File: src/rtl/serial_adder_pkg.sv
// Shared definitions for the bit-serial adder/subtractor.
package serial_adder_pkg;

    // Legal operand width range
    localparam int unsigned WIDTH_MIN = 1;
    localparam int unsigned WIDTH_MAX = 32;

    // Controller states
    typedef enum logic [1:0] {
        ST_IDLE = 2'd0,
        ST_RUN  = 2'd1,
        ST_DONE = 2'd2
    } state_t;

    // Bit counter width: must hold 0..WIDTH and never be narrower than one bit
    function automatic int unsigned cnt_width(input int unsigned w);
        return (w < 1) ? 1 : $clog2(w + 1);
    endfunction

endpackage

File: src/rtl/serial_adder_full_adder.sv
// One-bit full adder used as the serial bit slice.
module full_adder (
    input  logic a,
    input  logic b,
    input  logic cin,
    output logic sum,
    output logic cout
);

    // Sum and majority carry
    always_comb begin
        sum  = a ^ b ^ cin;
        cout = (a & b) | (a & cin) | (b & cin);
    end

endmodule

File: src/rtl/serial_adder.sv
// Bit-serial add/subtract: one bit per cycle, LSB first, result valid with a done pulse.
module serial_adder
    import serial_adder_pkg::*;
#(
    parameter int unsigned WIDTH = 8
) (
    input  logic             clk,
    input  logic             rst,
    input  logic             start,
    input  logic [WIDTH-1:0] a,
    input  logic [WIDTH-1:0] b,
    input  logic             sub,
    output logic             busy,
    output logic             done,
    output logic [WIDTH-1:0] sum,
    output logic             cout,
    output logic             ovf
);

    localparam int unsigned   CW   = cnt_width(WIDTH);
    localparam logic [CW-1:0] LAST = CW'(WIDTH - 1);

    state_t           state;
    logic [WIDTH-1:0] a_sr;
    logic [WIDTH-1:0] b_sr;
    logic [WIDTH-1:0] res_sr;
    logic [WIDTH-1:0] res_next;
    logic             sub_q;
    logic             carry;
    logic [CW-1:0]    cnt;
    logic             b_bit;
    logic             fa_sum;
    logic             fa_cout;

    // Subtraction uses the inverted B operand with the carry preloaded to 1
    assign b_bit = b_sr[0] ^ sub_q;

    full_adder u_fa (
        .a    (a_sr[0]),
        .b    (b_bit),
        .cin  (carry),
        .sum  (fa_sum),
        .cout (fa_cout)
    );

    // New result bit enters at the MSB so the LSB ends up in bit 0 after WIDTH shifts
    assign res_next = (res_sr >> 1) | (WIDTH'(fa_sum) << (WIDTH - 1));

    // Controller and serial datapath; outputs change only on state transitions
    always_ff @(posedge clk or posedge rst) begin
        if (rst) begin
            state  <= ST_IDLE;
            a_sr   <= '0;
            b_sr   <= '0;
            res_sr <= '0;
            sub_q  <= 1'b0;
            carry  <= 1'b0;
            cnt    <= '0;
            busy   <= 1'b0;
            done   <= 1'b0;
            sum    <= '0;
            cout   <= 1'b0;
            ovf    <= 1'b0;
        end else begin
            case (state)
                ST_IDLE: begin
                    if (start) begin
                        a_sr   <= a;
                        b_sr   <= b;
                        sub_q  <= sub;
                        carry  <= sub;
                        res_sr <= '0;
                        cnt    <= '0;
                        busy   <= 1'b1;
                        state  <= ST_RUN;
                    end
                end
                ST_RUN: begin
                    a_sr   <= a_sr >> 1;
                    b_sr   <= b_sr >> 1;
                    res_sr <= res_next;
                    carry  <= fa_cout;
                    cnt    <= cnt + CW'(1);
                    if (cnt == LAST) begin
                        sum   <= res_next;
                        cout  <= fa_cout;
                        ovf   <= carry ^ fa_cout;
                        busy  <= 1'b0;
                        done  <= 1'b1;
                        state <= ST_DONE;
                    end
                end
                ST_DONE: begin
                    done  <= 1'b0;
                    state <= ST_IDLE;
                end
                default: begin
                    busy  <= 1'b0;
                    done  <= 1'b0;
                    state <= ST_IDLE;
                end
            endcase
        end
    end

endmodule

File: config.mk
export PLATFORM = sky130hd
export DESIGN_NAME = serial_adder
export DESIGN_NICKNAME = d
export VERILOG_FILES = /design/src/rtl/serial_adder_pkg.sv /design/src/rtl/serial_adder_full_adder.sv /design/src/rtl/serial_adder.sv
export SDC_FILE = /design/constraint.sdc
export NUM_CORES = 1
export LEC_CHECK = 0
export BUFFER_PORTS_ARGS = -buffer_cell sky130_fd_sc_hd__buf_4
export CORE_MARGIN = 8
export CORE_UTILIZATION = 35
export DETAILED_ROUTE_END_ITERATION = 8
export HOLD_SLACK_MARGIN = 0.02
export MAX_ROUTING_LAYER = met4
export PLACE_DENSITY = 0.55
export SLEW_MARGIN = 20
export SYNTH_ARGS = -nofsm -noshare
export SYNTH_HDL_FRONTEND = slang
export SYNTH_SLANG_ARGS = --single-unit
File: constraint.sdc
create_clock -name clk -period 3 [get_ports clk]
set_clock_uncertainty 0.1 [all_clocks]
set_input_delay 0.3 -clock clk [delete_from_list [all_inputs] [get_ports clk]]
set_output_delay 0.3 -clock clk [all_outputs]
set_load 0.03 [all_outputs]
==> out/qor.txt <==
Final period util: 0.632
RePlAce Congestion: 0.722
Pwr per Cell Area: 1130 nW/µm²
Avg Inst Size Synth: 10.7 µm²
crit path buf inv count: 1
top cell type by total area after synthesis: dfrtp_1
Die Ht: 88.0 µm
boundary pin count: 32
final setup vio count: 0
Nets: 223
Worst-Skew Late Latency: 0.29 ns
Clock Power Share: 0.208
Yosys reg bits: 43
area delta synth->final: 22.8%
Synth Net Count: 192
Async SR Flop Fraction: 1.00
run status: finished clean
Antenna Nets Post-Route: 0
routed wire length per instance: 14.0 µm
dominant cells by area after synthesis: dfrtp_1 59%, nor2_1 5.4%, mux2_4 5.0%
CTS Buf Count: 5
worst hold slack: 0.0319 ns
fillers: 493
CTS clk-pin slew, worst paths: 0.08 ns
min Tclk post-route: 1.90 ns
Netlist cell types: 30
antenna cells: 0
Worst Tran Pin Value: 0.959 ns
sw power: 0.912 mW
net switching fraction of the power: 0.363
vias: 1310
slowest CP cell: nand2b_1
Gate Count Post-Synth: 170
combinational fraction of design power: 0.390
initial antenna violation count: 0
drt drc: 0
CTS tree: done
Synth top area share: 0.593
DP HPWL: 2.77 mm
first-pass GRT wire length: 6.45 mm
crit path kind: flop to flop
top-count cell post-synth: dfrtp_1
Max clock buf depth: 2
Resized cells post-CTS: 0
final wirelength: 3.81 mm
worst min-delay path category: primary input to async pin
Hold-fix buffers, CTS: 0
Synth Cell Area: 1810 µm²
DRT Pass-1 Iters: 4
row count: 26
YS warnings: 0
Reg power frac: 0.403
die width: 88.0 µm
Hold Vio Cnt, Final: 0
WP data required: 3.12 ns
Reg2Reg Setup Slack: 1.10 ns
port bufs: 31
CP max FO: 28
fmax: 527 MHz
post-synthesis sequential area ratio: 0.593
core area: 5040 µm²
Top Family by Delay on Critical Path: simple AND/OR/NAND/NOR gates
setup TNS: 0 ns
Max IR drop VDD: 0.324 mV
leakage power: 1.10 nW
Total GRT Usage: 0.110
CP Launch Type: flop
H-tree depth: 2
fin. max-slew vios: 0
EDFF count, synth: 0
drt initial violations: 60
share of layout cells above drive strength 1: 0.252
Internal: 1.60 mW
Setup Buffers After CTS: 0
area of the die: 7740 µm²
largest net degree at the start of global routing: 31
drt via density: 4.82
Worst Setup End Kind: flop
vias in the first global route: 1398
Starting Density: 0.360
CP arrival: 2.02 ns
CP peak stage delay: 0.77 ns
Post-synth top cells: 43 x dfrtp_1, 26 x nor2_1, 22 x nand2_1, 14 x o22ai_1
Max Cap Violations: 0
Main synth FF type: dfrtp_1
clock root buffer master: clkbuf_8
Sink Count: 43
RSZ-0062 raised after global routing: no
relative slew slack: 0.361
GRT overflow: 0
CP cell instances: nand2b_1 > buf_4 > o22ai_1 > nor2_1
## worst register-to-register path, delay by kind of cell (launching register included)
kind	cells	cell delay [ns]
flops	1	0.43
simple gates	2	0.91
buf+inv	1	0.30
compound gates	1	0.09
## logic make-up after synthesis
kind of cell / count (synthesis) / share of synthesized area
and+or+nand+nor: 69 / 0.170
muxes: 8 / 0.0614
buffers and inverters: 16 / 0.0462
adders and majority gates: 2 / 0.0179
xor gates and xnor gates: 2 / 0.00966
AOI/OAI and AO/OA: 30 / 0.101
DFF: 43 / 0.593
## final timing paths
check,startpoint,to,cells after the start
max in group asynchronous,rst,state[1],3
min in group clk,b[7],b_sr[7],3
setup reg to reg,state[1],b_sr[3],4
hold / removal,rst,a_sr[6],2
hold reg to reg,sub_q,sub_q,2
setup / recovery,state[1],b_sr[3],4
## cell type report
class	instances	area, µm²	area share
tap	70	87.6	0.0393
sequential	43	1080	0.483
multi-input combinational	111	654	0.294
clock inverter	2	60.1	0.0270
inverter	6	22.5	0.0101
timing repair buffer	34	255	0.115
clock buffer	6	72.6	0.0326
## flip-flops by register name, indices dropped and copies added, names as in the netlist, 2 cells and up
name,count
a_sr,8
b_sr,8
sum,8
res_sr,7
cnt,4
state,2
## power by group through the flow
stage / Clock, mW / Sequential (mW) / Combinational, mW
after floorplan: 0 / 1.12 / 0.614
after global placement: 0 / 1.01 / 0.952
after detailed placement: 0 / 1.02 / 0.994
after CTS: 0.534 / 1.01 / 0.996
after global routing: 0.560 / 1.05 / 1.09
final: 0.521 / 1.01 / 0.978
## cells in the final DEF (no fill, tap or decap), types with 2 or more instances in the layout
cell type,n
nand2b_1,2
buf_4,34
mux2_4,6
bufinv_16,2
nor2_1,26
dfrtp_1,43
clkbuf_8,5
nand2_1,22
inv_1,6
o22ai_1,14
nand3_1,11
nor3b_1,2
o21ai_0,11
## routing by layer
layer	track usage	vias to the layer above	part of all wire
met5	-	-	0
met2	0.182	19	0.49
met3	0.0319	6	0.039
met4	0.0391	0	0.014
met1	0.124	648	0.46
li1	-	637	-
## stage by stage
stage | total power [mW] | cells | utilization | setup WS (ns) | instance area [µm²]
2_1_floorplan | 1.74 | 170 | - | 1.48 | 1810
4_1_cts | 2.54 | 272 | 0.442 | 1.08 | 2230
6_report | 2.51 | 272 | 0.442 | 1.10 | 2230
3_5_place_dp | 2.02 | 264 | 0.416 | 1.09 | 2100
5_1_grt | 2.70 | 272 | 0.442 | 0.893 | 2230
3_3_place_gp | 1.96 | 264 | 0.416 | 1.19 | 2100
(Power assumes the default switching activity.)
